<file path="src/rtl/actbuf_arbiter_if.sv">
// Activation buffer arbiter bus: ext load writes, compute reads, writeback
// enqueues, SRAM port and queue status. The slave modport is the arbiter's view.
interface actbuf_arbiter_if #(
  parameter int unsigned ADDR_W   = 16,
  parameter int unsigned DATA_W   = 128,
  parameter int unsigned WQ_DEPTH = 4
);
  logic                        ext_wr_valid;
  logic                        ext_wr_ready;
  logic [ADDR_W-1:0]           ext_wr_addr;
  logic [DATA_W-1:0]           ext_wr_data;

  logic                        int_rd_valid;
  logic                        int_rd_ready;
  logic [ADDR_W-1:0]           int_rd_addr;
  logic                        int_rd_data_valid;
  logic [DATA_W-1:0]           int_rd_data;

  logic                        int_wr_valid;
  logic                        int_wr_ready;
  logic [ADDR_W-1:0]           int_wr_addr;
  logic [DATA_W-1:0]           int_wr_data;

  logic                        sram_en;
  logic                        sram_wen;
  logic [ADDR_W-1:0]           sram_addr;
  logic [DATA_W-1:0]           sram_wdata;
  logic [DATA_W-1:0]           sram_rdata;

  logic                        wq_empty;
  logic [$clog2(WQ_DEPTH):0]   wq_count;

  modport slave (
    input  ext_wr_valid, ext_wr_addr, ext_wr_data,
    input  int_rd_valid, int_rd_addr,
    input  int_wr_valid, int_wr_addr, int_wr_data,
    input  sram_rdata,
    output ext_wr_ready, int_rd_ready, int_rd_data_valid, int_rd_data, int_wr_ready,
    output sram_en, sram_wen, sram_addr, sram_wdata,
    output wq_empty, wq_count
  );

  modport master (
    output ext_wr_valid, ext_wr_addr, ext_wr_data,
    output int_rd_valid, int_rd_addr,
    output int_wr_valid, int_wr_addr, int_wr_data,
    output sram_rdata,
    input  ext_wr_ready, int_rd_ready, int_rd_data_valid, int_rd_data, int_wr_ready,
    input  sram_en, sram_wen, sram_addr, sram_wdata,
    input  wq_empty, wq_count
  );
endinterface

</file>
<file path="src/rtl/actbuf_arbiter.sv">
// Single-port activation SRAM arbiter with an in-order writeback queue.
// Priority: ext write > drain (queue full) > int read > drain (queue non-empty).
// Optional starvation guard: define ACTBUF_STARVE_GUARD_EN to let a long-waiting
// queue head outrank int reads for one cycle after STARVE_LIMIT blocked cycles.
module actbuf_arbiter #(
  parameter int unsigned ADDR_W       = 16,
  parameter int unsigned DATA_W       = 128,
  parameter int unsigned WQ_DEPTH     = 4,
  parameter int unsigned STARVE_LIMIT = 8
) (
  input  logic              clk,
  input  logic              nrst,
  input  logic              clear,
  actbuf_arbiter_if.slave   bus
);

  localparam int unsigned PtrW = $clog2(WQ_DEPTH);
  localparam int unsigned CntW = PtrW + 1;

  typedef enum logic [1:0] {GntNone, GntExt, GntDrain, GntRead} gnt_e;

  logic [ADDR_W-1:0] q_addr_q [WQ_DEPTH];
  logic [DATA_W-1:0] q_data_q [WQ_DEPTH];
  logic [PtrW-1:0]   rptr_q, wptr_q;
  logic [CntW-1:0]   count_q, count_d;
  logic              rd_pend_q;

  logic full, empty, hazard, starve_hit, enq, deq;
  gnt_e gnt;

  assign full  = (count_q == CntW'(WQ_DEPTH));
  assign empty = (count_q == '0);
  assign enq   = bus.int_wr_valid && !full;
  assign deq   = (gnt == GntDrain);

  // Read-after-write hazard: compare the read address against every live entry.
  always_comb begin
    hazard = 1'b0;
    for (int unsigned i = 0; i < WQ_DEPTH; i++) begin
      if ((CntW'(i) < count_q) && (q_addr_q[rptr_q + PtrW'(i)] == bus.int_rd_addr)) begin
        hazard = 1'b1;
      end
    end
  end

`ifdef ACTBUF_STARVE_GUARD_EN
  localparam int unsigned StW = $clog2(STARVE_LIMIT + 1);

  logic [StW-1:0] starve_q, starve_d;

  assign starve_hit = !empty && (starve_q >= StW'(STARVE_LIMIT));

  // Count consecutive blocked cycles of a non-empty queue; any drain restarts it.
  always_comb begin
    starve_d = '0;
    if (deq) begin
      starve_d = '0;
    end else if (!empty) begin
      starve_d = (starve_q >= StW'(STARVE_LIMIT)) ? starve_q : starve_q + StW'(1);
    end
  end

  // Starvation counter register.
  always_ff @(posedge clk or negedge nrst) begin
    if (!nrst) begin
      starve_q <= '0;
    end else if (clear) begin
      starve_q <= '0;
    end else begin
      starve_q <= starve_d;
    end
  end
`else
  // Guard disabled: the limit has no effect.
  assign starve_hit = 1'b0 & (STARVE_LIMIT == 0);
`endif

  // Fixed-priority grant; nothing is issued while a soft clear is in progress.
  always_comb begin
    gnt = GntNone;
    if (clear) begin
      gnt = GntNone;
    end else if (bus.ext_wr_valid) begin
      gnt = GntExt;
    end else if (full || starve_hit) begin
      gnt = GntDrain;
    end else if (bus.int_rd_valid && !hazard) begin
      gnt = GntRead;
    end else if (!empty) begin
      gnt = GntDrain;
    end
  end

  // Decode the grant into ready strobes and the SRAM bus; zero when idle.
  always_comb begin
    bus.ext_wr_ready = 1'b0;
    bus.int_rd_ready = 1'b0;
    bus.sram_en      = 1'b0;
    bus.sram_wen     = 1'b0;
    bus.sram_addr    = '0;
    bus.sram_wdata   = '0;
    unique case (gnt)
      GntExt: begin
        bus.ext_wr_ready = 1'b1;
        bus.sram_en      = 1'b1;
        bus.sram_wen     = 1'b1;
        bus.sram_addr    = bus.ext_wr_addr;
        bus.sram_wdata   = bus.ext_wr_data;
      end
      GntDrain: begin
        bus.sram_en    = 1'b1;
        bus.sram_wen   = 1'b1;
        bus.sram_addr  = q_addr_q[rptr_q];
        bus.sram_wdata = q_data_q[rptr_q];
      end
      GntRead: begin
        bus.int_rd_ready = 1'b1;
        bus.sram_en      = 1'b1;
        bus.sram_addr    = bus.int_rd_addr;
      end
      default: ;
    endcase
  end

  // Queue occupancy next state; simultaneous enq/deq leaves it unchanged.
  always_comb begin
    count_d = count_q;
    unique case ({enq, deq})
      2'b10:   count_d = count_q + CntW'(1);
      2'b01:   count_d = count_q - CntW'(1);
      default: count_d = count_q;
    endcase
  end

  // Queue storage, pointers, occupancy and read-return flag.
  always_ff @(posedge clk or negedge nrst) begin
    if (!nrst) begin
      rptr_q    <= '0;
      wptr_q    <= '0;
      count_q   <= '0;
      rd_pend_q <= 1'b0;
      for (int unsigned i = 0; i < WQ_DEPTH; i++) begin
        q_addr_q[i] <= '0;
        q_data_q[i] <= '0;
      end
    end else if (clear) begin
      // Queued writes are discarded; stale entries are masked by count_q.
      rptr_q    <= '0;
      wptr_q    <= '0;
      count_q   <= '0;
      rd_pend_q <= 1'b0;
    end else begin
      if (enq) begin
        q_addr_q[wptr_q] <= bus.int_wr_addr;
        q_data_q[wptr_q] <= bus.int_wr_data;
        wptr_q           <= wptr_q + PtrW'(1);
      end
      if (deq) begin
        rptr_q <= rptr_q + PtrW'(1);
      end
      count_q   <= count_d;
      rd_pend_q <= (gnt == GntRead);
    end
  end

  // A return landing in a clear cycle is dropped along with the rest of the state.
  assign bus.int_rd_data_valid = rd_pend_q & ~clear;
  assign bus.int_rd_data       = (rd_pend_q && !clear) ? bus.sram_rdata : '0;
  assign bus.int_wr_ready      = !full;
  assign bus.wq_empty          = empty;
  assign bus.wq_count          = count_q;

endmodule
</file>
<file path="src/flat_wrapper.sv">
// flat-port wrapper written by rule: the top's interface ports become plain ports
module actbuf_arbiter_flat 
#(
  parameter int unsigned ADDR_W       = 16,
  parameter int unsigned DATA_W       = 128,
  parameter int unsigned WQ_DEPTH     = 4,
  parameter int unsigned STARVE_LIMIT = 8
)
  (clk, nrst, clear, bus_ext_wr_valid, bus_ext_wr_addr, bus_ext_wr_data, bus_int_rd_valid, bus_int_rd_addr, bus_int_wr_valid, bus_int_wr_addr, bus_int_wr_data, bus_sram_rdata, bus_ext_wr_ready, bus_int_rd_ready, bus_int_rd_data_valid, bus_int_rd_data, bus_int_wr_ready, bus_sram_en, bus_sram_wen, bus_sram_addr, bus_sram_wdata, bus_wq_empty, bus_wq_count);
  actbuf_arbiter_if #(.ADDR_W(ADDR_W), .DATA_W(DATA_W), .WQ_DEPTH(WQ_DEPTH)) bus_i ();
  input  logic clk;
  input  logic nrst;
  input  logic clear;
  input wire logic [$bits(bus_i.ext_wr_valid)-1:0] bus_ext_wr_valid;
  input wire logic [$bits(bus_i.ext_wr_addr)-1:0] bus_ext_wr_addr;
  input wire logic [$bits(bus_i.ext_wr_data)-1:0] bus_ext_wr_data;
  input wire logic [$bits(bus_i.int_rd_valid)-1:0] bus_int_rd_valid;
  input wire logic [$bits(bus_i.int_rd_addr)-1:0] bus_int_rd_addr;
  input wire logic [$bits(bus_i.int_wr_valid)-1:0] bus_int_wr_valid;
  input wire logic [$bits(bus_i.int_wr_addr)-1:0] bus_int_wr_addr;
  input wire logic [$bits(bus_i.int_wr_data)-1:0] bus_int_wr_data;
  input wire logic [$bits(bus_i.sram_rdata)-1:0] bus_sram_rdata;
  output wire logic [$bits(bus_i.ext_wr_ready)-1:0] bus_ext_wr_ready;
  output wire logic [$bits(bus_i.int_rd_ready)-1:0] bus_int_rd_ready;
  output wire logic [$bits(bus_i.int_rd_data_valid)-1:0] bus_int_rd_data_valid;
  output wire logic [$bits(bus_i.int_rd_data)-1:0] bus_int_rd_data;
  output wire logic [$bits(bus_i.int_wr_ready)-1:0] bus_int_wr_ready;
  output wire logic [$bits(bus_i.sram_en)-1:0] bus_sram_en;
  output wire logic [$bits(bus_i.sram_wen)-1:0] bus_sram_wen;
  output wire logic [$bits(bus_i.sram_addr)-1:0] bus_sram_addr;
  output wire logic [$bits(bus_i.sram_wdata)-1:0] bus_sram_wdata;
  output wire logic [$bits(bus_i.wq_empty)-1:0] bus_wq_empty;
  output wire logic [$bits(bus_i.wq_count)-1:0] bus_wq_count;
  assign bus_i.ext_wr_valid = bus_ext_wr_valid;
  assign bus_i.ext_wr_addr = bus_ext_wr_addr;
  assign bus_i.ext_wr_data = bus_ext_wr_data;
  assign bus_i.int_rd_valid = bus_int_rd_valid;
  assign bus_i.int_rd_addr = bus_int_rd_addr;
  assign bus_i.int_wr_valid = bus_int_wr_valid;
  assign bus_i.int_wr_addr = bus_int_wr_addr;
  assign bus_i.int_wr_data = bus_int_wr_data;
  assign bus_i.sram_rdata = bus_sram_rdata;
  assign bus_ext_wr_ready = bus_i.ext_wr_ready;
  assign bus_int_rd_ready = bus_i.int_rd_ready;
  assign bus_int_rd_data_valid = bus_i.int_rd_data_valid;
  assign bus_int_rd_data = bus_i.int_rd_data;
  assign bus_int_wr_ready = bus_i.int_wr_ready;
  assign bus_sram_en = bus_i.sram_en;
  assign bus_sram_wen = bus_i.sram_wen;
  assign bus_sram_addr = bus_i.sram_addr;
  assign bus_sram_wdata = bus_i.sram_wdata;
  assign bus_wq_empty = bus_i.wq_empty;
  assign bus_wq_count = bus_i.wq_count;
  actbuf_arbiter #(.ADDR_W(ADDR_W), .DATA_W(DATA_W), .WQ_DEPTH(WQ_DEPTH), .STARVE_LIMIT(STARVE_LIMIT)) u_core (.clk(clk), .nrst(nrst), .clear(clear), .bus(bus_i));
endmodule
</file>
<file path="config.mk">
export PLATFORM = sky130hd
export DESIGN_NAME = actbuf_arbiter_flat
export DESIGN_NICKNAME = d
export VERILOG_FILES = /design/src/rtl/actbuf_arbiter_if.sv /design/src/rtl/actbuf_arbiter.sv /design/src/flat_wrapper.sv
export SDC_FILE = /design/constraint.sdc
export NUM_CORES = 1
export LEC_CHECK = 0
export CORE_AREA = 2 2 284 286
export DETAILED_ROUTE_END_ITERATION = 6
export DIE_AREA = 0 0 286 288
export GPL_ROUTABILITY_DRIVEN = 0
export PLACE_DENSITY_LB_ADDON = 0.12
export SLEW_MARGIN = 5
export SYNTH_ARGS = -nofsm -noshare
export SYNTH_HDL_FRONTEND = slang
export SYNTH_SLANG_ARGS = --single-unit
</file>
<file path="constraint.sdc">
create_clock -name clk -period 5.06 [get_ports clk]
set_input_delay 0.506 -clock clk [delete_from_list [all_inputs] [get_ports clk]]
set_output_delay 0.506 -clock clk [all_outputs]
set_load 0.03 [all_outputs]
</file>
==> results of run 1 <==
==> power by group through the flow <==
| stage | sequential (uW) | combinational (uW) | clock, uW |
|---|---|---|---|
| floorplan | 7450 | 5790 | 0 |
| global placement | 7780 | 7940 | 0 |
| detailed placement | 7960 | 8070 | 0 |
| CTS | 7880 | 8100 | 5300 |
| global route | 8120 | 8560 | 5500 |
| finish | 7870 | 8040 | 5150 |
==> placed cells by master (no fill, tap or decap), types with 13 or more instances in the layout <==
| master | count |
|---|---|
| buf_12 | 35 |
| a22o_1 | 128 |
| clkbuf_16 | 67 |
| clkdlybuf4s50_1 | 573 |
| dfrtp_1 | 582 |
| xnor2_1 | 57 |
| buf_4 | 165 |
| diode_2 | 18 |
| inv_1 | 18 |
| mux2_2 | 582 |
| mux2i_1 | 24 |
| nor2_1 | 14 |
| mux4_2 | 177 |
| clkbuf_8 | 13 |
| and2_1 | 131 |
==> what timing repair did <==
item | 4_1_cts | 5_1_grt
gates resized for setup | 0 | 1
setup buffers | 1 | 6
endpoints found under the setup margin | 9 | 143
pin swaps | 1 | 1
==> critical path, cell delays in order (launching register included) <==
cell and delay (ps):
dfrtp_4 700, buf_4 250, mux4_2 520, xnor2_1 240, nand4_1 150, nor4_1 300, a32oi_1 100, nand4_1 290
buf_4 190, o21ai_0 100, o21ai_0 120, clkdlybuf4s50_1 730
==> registers in the layout, indices dropped and copies added (netlist names) <==
register             cells
u_core.rptr_q            2
u_core.wptr_q            2
u_core.rd_pend_q         1
u_core.q_data_q        512
u_core.q_addr_q         64
u_core.bus.wq_count      3
==> metal layers <==
metal,global-route usage [%],vias to the layer above,wire [um]
met5,0,-,89
met4,11.15,16,3980
met3,5.285,153,5895
li1,-,8953,-
met2,41.58,642,51570
met1,27.76,10701,38290
==> final cells by class <==
| cell class | count | area, sq um |
|---|---|---|
| well taps | 1060 | 1326 |
| inverters | 19 | 75.07 |
| multi-input cells | 1236 | 14220 |
| clock buffers | 92 | 1901 |
| repair buffers | 776 | 7745 |
| flip-flops and latches | 584 | 14620 |
| fillers | 6866 | 39230 |
| clock inverters | 28 | 474.2 |
| diodes | 18 | 45.04 |
==> worst max-delay path by stage <==
stage,endpoint,slack [ps],cells after the start
after CTS,bus_sram_addr[4],20,12
after global placement,bus_sram_addr[14],620,11
final,bus_sram_wen,230,11
after floorplan,bus_sram_addr[14],1550,14
after global routing,bus_sram_wen,50,11
after detailed placement,bus_sram_addr[10],620,12
==> per-stage QoR <==
step           cell area (sq um)  power (uW)  std cells  setup slack, ps  hold slack (ps)
2_1_floorplan              29700       13240       2009             1551            210.4
3_3_place_gp               37890       15720       3668            623.9            481.2
3_5_place_dp               37890       16030       3668            617.6            487.2
4_1_cts                    40270       21270       3789            15.91            51.41
5_1_grt                    40400       22180       3811            53.61            83.48
6_report                   40410       21060       3813            229.3            24.14
==> logic make-up (layout without fill, tap and decap cells) <==
| group | count (synthesis) | count (layout) |
|---|---|---|
| XOR/XNOR | 69 | 69 |
| multiplexers | 783 | 783 |
| other | 0 | 18 |
| AND/OR/NAND/NOR | 201 | 201 |
| buffers and inverters | 189 | 915 |
| flip-flops | 584 | 584 |
| AO/OA/AOI/OAI | 175 | 175 |
| adder cells (fa/ha/maj) | 8 | 8 |
==> results.py, run 1 <==
metrics = {
    "timing": {
        "finalCritPeriodShare_pct": 95.47,
        "max_clock_freq_mhz": 207.0,
        "slew_headroom_pct": 31.77,
        "tightestPinTransition_ps": 1023,
        "finalCriticalPeriod_ps": 4831,
        "setup_viol": 0,
        "finalHoldViolCount": 0,
        "drv_slew": 0,
        "rsz0062_at_grt": "false",
        "fin_skew_ps": 26.90,
        "setup_tns_ps": 0,
    },
    "power_and_ir_drop": {
        "intPower_uw": 14300,
        "p_clk_share_pct": 24.5,
        "ir_worst_vdd_mv": 0.2707,
        "comb_power_share_pct": 38.2,
        "power_switching_uw": 6758,
        "p_leak_uw": 0.01709,
        "powerDensity_nw_per_um2": 521.2,
        "seqPwrFrac_pct": 37.4,
        "swShare_pct": 32.09,
    },
    "final_layout": {
        "syn_to_final_growth_pct": 36.05,
        "nets": 3130,
        "fin_util_pct": 50.74,
        "layout-drive-gt1-share_pct": 39.52,
    },
    "worst_setup_path": {
        "r2r_setup_slack_ps": 1340,
        "r2r_cells": 11,
        "reg2reg_to": "u_core.q_data_q[186]",
        "cp-startpoint": "u_core.rptr_q[1]",
        "required_ps": 4550,
        "endpoint_kind": "primary output",
        "arrival_ps": 4320,
        "critPathKind": "register to primary output",
        "r2r_start": "u_core.bus.wq_count[0]",
        "path_max_fanout": 23,
        "crit_path_start_kind": "register",
    },
    "yosys": {
        "synthAdderAreaFrac_pct": 0.3370,
        "postSynthCellCount": 2009,
        "synth_mux_area_share_pct": 36.30,
        "synth-simple-area-share_pct": 4.015,
        "yosysWarnings": 0,
        "yosys.area.top_type": "dfrtp_1",
        "synth_top_family_by_area": "multiplexers",
        "synth_most_common_cell": "dfrtp_1",
        "synth_nets": 2455,
        "synth-xor-area-share_pct": 2.035,
        "synth-seq-cells": 584,
        "synth_area_per_cell_sq_um": 14.78,
        "synth_top_cell_area_share_pct": 49.20,
        "synthTopCellsByArea": "dfrtp_1 49%, mux2_2 22%, mux4_2 13%",
        "ys.flop_type": "dfrtp_1",
        "synth_compound_area_share_pct": 5.021,
        "netlist_area_sq_um": 29700,
        "synthTopCellsByCount": "584 x dfrtp_1, 582 x mux2_2, 177 x mux4_2",
        "synth_edf_count": 0,
        "synth_cell_types": 49,
        "synthArstFlopShare_pct": 100.0,
        "synth-seq-area-share_pct": 49.20,
    },
    "drt": {
        "routed_wl_um": 99820,
        "vias": 20465,
        "first_iter_violations": 1092,
        "ant_nets": 0,
        "viasPerCell": 5.367,
        "drc": 0,
        "first_pass_iters": 5,
        "drt-wirelength-per-cell_um": 26.18,
    },
    "clock_network": {
        "cts_buffers": 67,
        "holdBufCountCts": 0,
        "clock-root-buffer": "clkbuf_16",
        "clock_latency_ps": 610,
        "clk_pin_slew_ps": 60,
        "cts_sinks": 584,
        "cts_tree": "built",
        "htree_levels": 3,
        "clockBufferDepth": 3,
    },
    "global_routing": {
        "grt_max_degree": 145,
        "grt_overflow": 0,
        "antenna_found_initial": 28,
        "gr-usage-all-layers_pct": 23.77,
        "grt_pass1_vias": 21827,
        "grt_pass1_wl_um": 145700,
    },
    "floorplan": {
        "core_area_sq_um": 79640,
        "ioPinCount": 720,
        "die_h_um": 288,
        "die_width_um": 286,
        "num_rows": 104,
        "start_util_pct": 37.30,
        "die-area_sq_um": 82370,
    },
    "min_path": {
        "min_path_type": "primary input to asynchronous set/reset pin",
    },
    "run_status": {
        "status": "complete, no violations",
    },
    "flow_run": {
        "drv_cap": 0,
    },
    "place": {
        "dpl.hpwl_um": 72710,
        "io_buffers": 719,
    },
}
Note: power is estimated with default switching activity, not from simulation.
==> run 2, diff against run 1 <==
CTS_CLUSTER_SIZE = 24   (was default)
SKIP_LAST_GASP = 1   (was default)
==> run 2 against run 1 <==
  * Utilization about the same
  * Worst setup slack improved by 2.3 ps
  * Non-clock buffer count unchanged
  * Combinational power about the same
  * Via count increased by 0.43%
  * Final cell count about the same
  * Critical path depth unchanged
  * Clock skew decreased by 5.5 ps
  * Sequential share of layout area about the same
  * Largest power group unchanged
  * Highest routed layer unchanged
==> results.py, run 2 (synthesized netlist as in run 1, its figures left out) <==
metrics = {
    "run_status": {
        "status": "complete, no violations",
    },
    "clock_network": {
        "cts_buffers": 67,
        "cts_resized": 0,
        "clk_pin_slew_ps": 60,
        "cts_tree": "built",
        "clock-root-buffer": "clkbuf_16",
        "clock_latency_ps": 610,
        "htree_levels": 3,
        "clockBufferDepth": 3,
        "cts_sinks": 584,
        "holdBufCountCts": 0,
    },
    "timing": {
        "finalHoldViolCount": 0,
        "finalCriticalPeriod_ps": 4828,
        "holdWs_ps": 22.89,
        "setup_viol": 0,
        "finalCritPeriodShare_pct": 95.42,
        "fin_skew_ps": 21.42,
        "tightestPinTransition_ps": 1029,
        "rsz0062_at_grt": "false",
        "max_clock_freq_mhz": 207.1,
        "slew_headroom_pct": 31.38,
        "setup_tns_ps": 0,
        "drv_slew": 0,
    },
    "worst_setup_path": {
        "critPathKind": "register to primary output",
        "crit_buf_inv": 3,
        "required_ps": 4550,
        "max_stage_delay_ps": 740,
        "r2r_cells": 11,
        "cp.depth": 11,
        "endpoint_kind": "primary output",
        "path_max_fanout": 23,
        "arrival_ps": 4320,
        "crit_path_start_kind": "register",
        "cp_top_family": "buffers and inverters",
        "crit_chain": "buf_4, mux4_2, xnor2_1, nand4_1, nor4_1, a32oi_1, nand4_1, buf_4, o21ai_0, o21ai_0, clkdlybuf4s50_1",
        "crit_slowest_cell": "clkdlybuf4s50_1",
    },
    "power_and_ir_drop": {
        "p_clk_share_pct": 24.3,
        "p_leak_uw": 0.01708,
        "seqPwrFrac_pct": 37.4,
        "swShare_pct": 31.98,
        "power_switching_uw": 6730,
        "power_uw": 21040,
        "ir_worst_vdd_mv": 0.2725,
        "powerDensity_nw_per_um2": 521.1,
        "comb_power_share_pct": 38.3,
        "intPower_uw": 14310,
    },
    "final_layout": {
        "multiInputGateArea_sq_um": 14220,
        "syn_to_final_growth_pct": 35.96,
        "top_register": "u_core.q_data_q",
        "largest_reg_flops": 512,
        "layout_common_cells": "582 x mux2_2, 582 x dfrtp_1, 573 x clkdlybuf4s50_1",
        "regArea_sq_um": 14620,
        "nets": 3130,
        "fillers": 6860,
        "layout-drive-gt1-share_pct": 39.38,
        "fin_util_pct": 50.71,
        "postLayoutCellArea_sq_um": 40380,
    },
    "drt": {
        "first_pass_iters": 6,
        "viasPerCell": 5.388,
        "drc": 0,
        "vias": 20554,
        "routed_wl_um": 100300,
        "ant_nets": 0,
        "drt-wirelength-per-cell_um": 26.29,
        "first_iter_violations": 1085,
    },
    "floorplan": {
        "die-area_sq_um": 82370,
        "num_rows": 104,
        "start_util_pct": 37.30,
        "die_width_um": 286,
        "ioPinCount": 720,
        "core_area_sq_um": 79640,
        "die_h_um": 288,
    },
    "place": {
        "detailed_place.area_sq_um": 37890,
        "dpl.hpwl_um": 72710,
        "io_buffers": 719,
    },
    "global_routing": {
        "gr-usage-all-layers_pct": 23.83,
        "grt_pass1_vias": 21874,
        "grt_overflow": 0,
        "grt_max_degree": 145,
        "antenna_found_initial": 27,
        "grt_pass1_wl_um": 146000,
    },
    "min_path": {
        "min_path_type": "primary input to asynchronous set/reset pin",
    },
    "flow_run": {
        "drv_cap": 0,
    },
}
run 2: power groups by stage:
| stage | registers [uW] | clock network (uW) | logic, uW |
|---|---|---|---|
| CTS | 7880 | 5250 | 8100 |
| finish | 7870 | 5120 | 8050 |
| floorplan | 7450 | 0 | 5790 |
| detailed placement | 7960 | 0 | 8070 |
| global placement | 7780 | 0 | 7940 |
| global route | 8120 | 5450 | 8560 |
run 2: what timing repair did:
action / in CTS / in global routing
hold endpoints to repair: 0 / 0
pin swaps: 1 / 1
buffers inserted: 1 / 6
endpoints found under the setup margin: 4 / 144
run 2: per-layer routing:
layer	vias up	track usage, %	routed length, um
met1	10787	27.89	38560
met4	14	11.02	3869
met5	-	0	80
li1	8963	-	-
met3	159	5.523	5772
met2	631	41.51	52010
run 2: layout make-up:
| type | instances | area share, % |
|---|---|---|
| Clock inverter | 24 | 1.013 |
| Sequential cell | 584 | 36.21 |
| Inverter | 19 | 0.1766 |
| Multi-Input combinational cell | 1236 | 35.22 |
| Clock buffer | 96 | 4.796 |
| Antenna cell | 20 | 0.1239 |
| Timing Repair Buffer | 776 | 19.18 |
| Tap cell | 1060 | 3.284 |
run 2: path summary, 6_finish.rpt:
path                                       from                      to  slack [ps]
min reg2reg                u_core.q_data_q[209]    u_core.q_data_q[209]         500
min in group clk           u_core.q_data_q[209]    u_core.q_data_q[209]         500
min                                        nrst    u_core.q_data_q[465]          20
max reg2reg                    u_core.rptr_q[1]  u_core.bus.wq_count[1]        1330
max                            u_core.rptr_q[1]            bus_sram_wen         230
max in group asynchronous                  nrst    u_core.q_data_q[284]        3670
run 2: per-stage QoR:
stage                     instances  setup WS (ps)
after floorplan                2009           1551
after global placement         3668          623.9
after detailed placement       3668          617.6
after CTS                      3789          24.37
after global routing           3812          77.45
final                          3815          231.5
==> run 3, diff against run 2 <==
CORE_AREA = default   (was 2 2 284 286)
CORE_ASPECT_RATIO = 0.6   (was default)
CORE_MARGIN = 1   (was default)
CORE_UTILIZATION = 35   (was default)
DIE_AREA = default   (was 0 0 286 288)
==> run 3 against run 2 <==
  * Worst setup slack got worse by 58 ps
  * Sequential power about the same
  * Utilization fell by 2.7 points
  * Final cell count rose by 1.4%
  * Clock-buffer cell count down 18
  * Worst hold slack better by 350 ps
  * Non-clock buffer count decreased by 1
  * Maximum frequency down 1.2%
  * Critical path depth down 1
  * Critical endpoint is now bus_sram_wdata[82]
  * Largest cell class unchanged
  * Largest power group unchanged
==> results.py, run 3 (synthesized netlist as in run 1, its figures left out) <==
metrics = {
    "run_status": {
        "status": "complete, no violations",
    },
    "floorplan": {
        "num_rows": 82,
        "ioPinCount": 720,
        "start_util_pct": 35.48,
        "die_h_um": 227.6,
        "die_width_um": 378.1,
        "core_area_sq_um": 83720,
        "die-area_sq_um": 86070,
    },
    "timing": {
        "rsz0062_at_grt": "false",
        "finalHoldViolCount": 0,
        "tightestPinTransition_ps": 984.5,
        "setup_tns_ps": 0,
        "finalCriticalPeriod_ps": 4886,
        "finalCritPeriodShare_pct": 96.57,
        "setup_viol": 0,
        "drv_slew": 0,
        "fin_skew_ps": 45.10,
        "holdWs_ps": 374.8,
        "slew_headroom_pct": 34.37,
        "max_clock_freq_mhz": 204.7,
    },
    "global_routing": {
        "grt_pass1_vias": 21091,
        "met2_usage_pct": 36.59,
        "use_met1_pct": 29.78,
        "top_usage_layer": "met2",
        "grt_overflow": 0,
        "antenna_found_initial": 20,
        "grt_max_degree": 161,
        "gr-usage-all-layers_pct": 22.37,
        "met3_usage_pct": 4.725,
        "grt_pass1_wl_um": 142900,
    },
    "place": {
        "io_buffers": 719,
        "dpl.hpwl_um": 69700,
    },
    "drt": {
        "vias": 20325,
        "first_pass_iters": 7,
        "ant_nets": 0,
        "drt-wirelength-per-cell_um": 25.49,
        "first_iter_violations": 1062,
        "routed_wl_um": 98580,
        "viasPerCell": 5.255,
        "drc": 0,
    },
    "final_layout": {
        "layout-drive-gt1-share_pct": 39.26,
        "syn_to_final_growth_pct": 35.39,
        "nets": 3120,
        "layout_common_cells": "582 x mux2_2, 582 x dfrtp_1, 574 x clkdlybuf4s50_1",
        "top_register": "u_core.q_data_q",
        "fin_util_pct": 48.03,
        "largest_reg_flops": 512,
        "fillers": 7348,
    },
    "clock_network": {
        "htree_levels": 2,
        "cts_tree": "built",
        "cts_buffers": 58,
        "clock-root-buffer": "clkbuf_16",
        "clock_latency_ps": 640,
        "cts_sinks": 584,
        "clockBufferDepth": 3,
        "clk_pin_slew_ps": 80,
    },
    "power_and_ir_drop": {
        "ir_worst_vdd_mv": 0.2932,
        "powerDensity_nw_per_um2": 506.9,
        "p_leak_uw": 0.01691,
    },
    "worst_setup_path": {
        "crit_chain": "mux4_2, xnor2_1, nand4_1, nor4_1, a32oi_1, nand4_1, o21a_4, buf_12, a22o_1, buf_12",
        "crit_buf_inv": 2,
        "cp_top_family": "simple AND/OR/NAND/NOR gates",
        "max_stage_delay_ps": 670,
        "critPathKind": "register to primary output",
        "crit_slowest_cell": "dfrtp_4",
        "required_ps": 4550,
        "path_max_fanout": 68,
        "arrival_ps": 4380,
        "endpoint_kind": "primary output",
        "crit_path_start_kind": "register",
    },
    "flow_run": {
        "drv_cap": 0,
    },
    "min_path": {
        "min_path_type": "primary input to asynchronous set/reset pin",
    },
}
-- run 3: layout make-up --
type / count / area, sq um / share of cell area (%)
multi-input combinational: 1236 / 14220 / 35.36
inverter: 19 / 71.32 / 0.1773
tap: 1134 / 1419 / 3.528
sequential: 584 / 14620 / 36.36
clock inverter: 28 / 284.0 / 0.7063
antenna: 14 / 35.03 / 0.08712
clock buffer: 78 / 1657 / 4.119
timing repair buffer: 775 / 7905 / 19.66
-- run 3: timing repair --
item	4_1_cts	5_1_grt
hold endpoints to repair	41	0
endpoints found under the setup margin	0	38
resized for setup	0	1
hold buffers	1	0
setup buffers	0	7
-- run 3: final timing paths --
check | start | endpoint | slack [ps] | cells past startpoint
hold / removal | nrst | u_core.q_data_q[142] | 370 | 2
setup reg to reg | u_core.bus.wq_count[0] | u_core.q_data_q[191] | 1180 | 9
min in group clk | u_core.q_data_q[130] | u_core.q_data_q[130] | 500 | 1
max in group asynchronous | nrst | u_core.q_data_q[444] | 3380 | 3
hold reg to reg | u_core.q_data_q[130] | u_core.q_data_q[130] | 500 | 1
setup / recovery | u_core.rptr_q[1] | bus_sram_wdata[82] | 170 | 10
-- run 3: where the power goes --
part           total [uW]  leakage [uW]  switching [uW]  internal, uW
Sequential           7890       0.00732            1220          6670
Combinational        8060       0.00863            3480          4580
Clock                4430      0.000958            1930          2510
-- run 3: metrics by stage --
stage / std cells / worst slack (ps) / area [sq um] / power (uW)
after floorplan: 2009 / 1551 / 29700 / 13240
after global placement: 3740 / 765.7 / 38150 / 15750
after detailed placement: 3740 / 742.9 / 38150 / 16050
after CTS: 3847 / 18.59 / 40100 / 20590
after global routing: 3865 / 11.25 / 40210 / 21510
final: 3868 / 173.7 / 40210 / 20390
-- run 3: worst reg2reg max path: stages (launching register included) --
cell and delay, ps:
dfrtp_1 510, inv_1 220, ha_1 380, nand2_1 200
nand2_1 220, nor2_1 240, nand2_4 140, buf_4 590
buf_4 770, mux2_2 460
-- run 3: routing by layer --
metal	wire, um	part of all wire (%)
met4	2798	2.8
met1	42290	43
met3	5709	5.8
met5	91	0.092
met2	47690	48
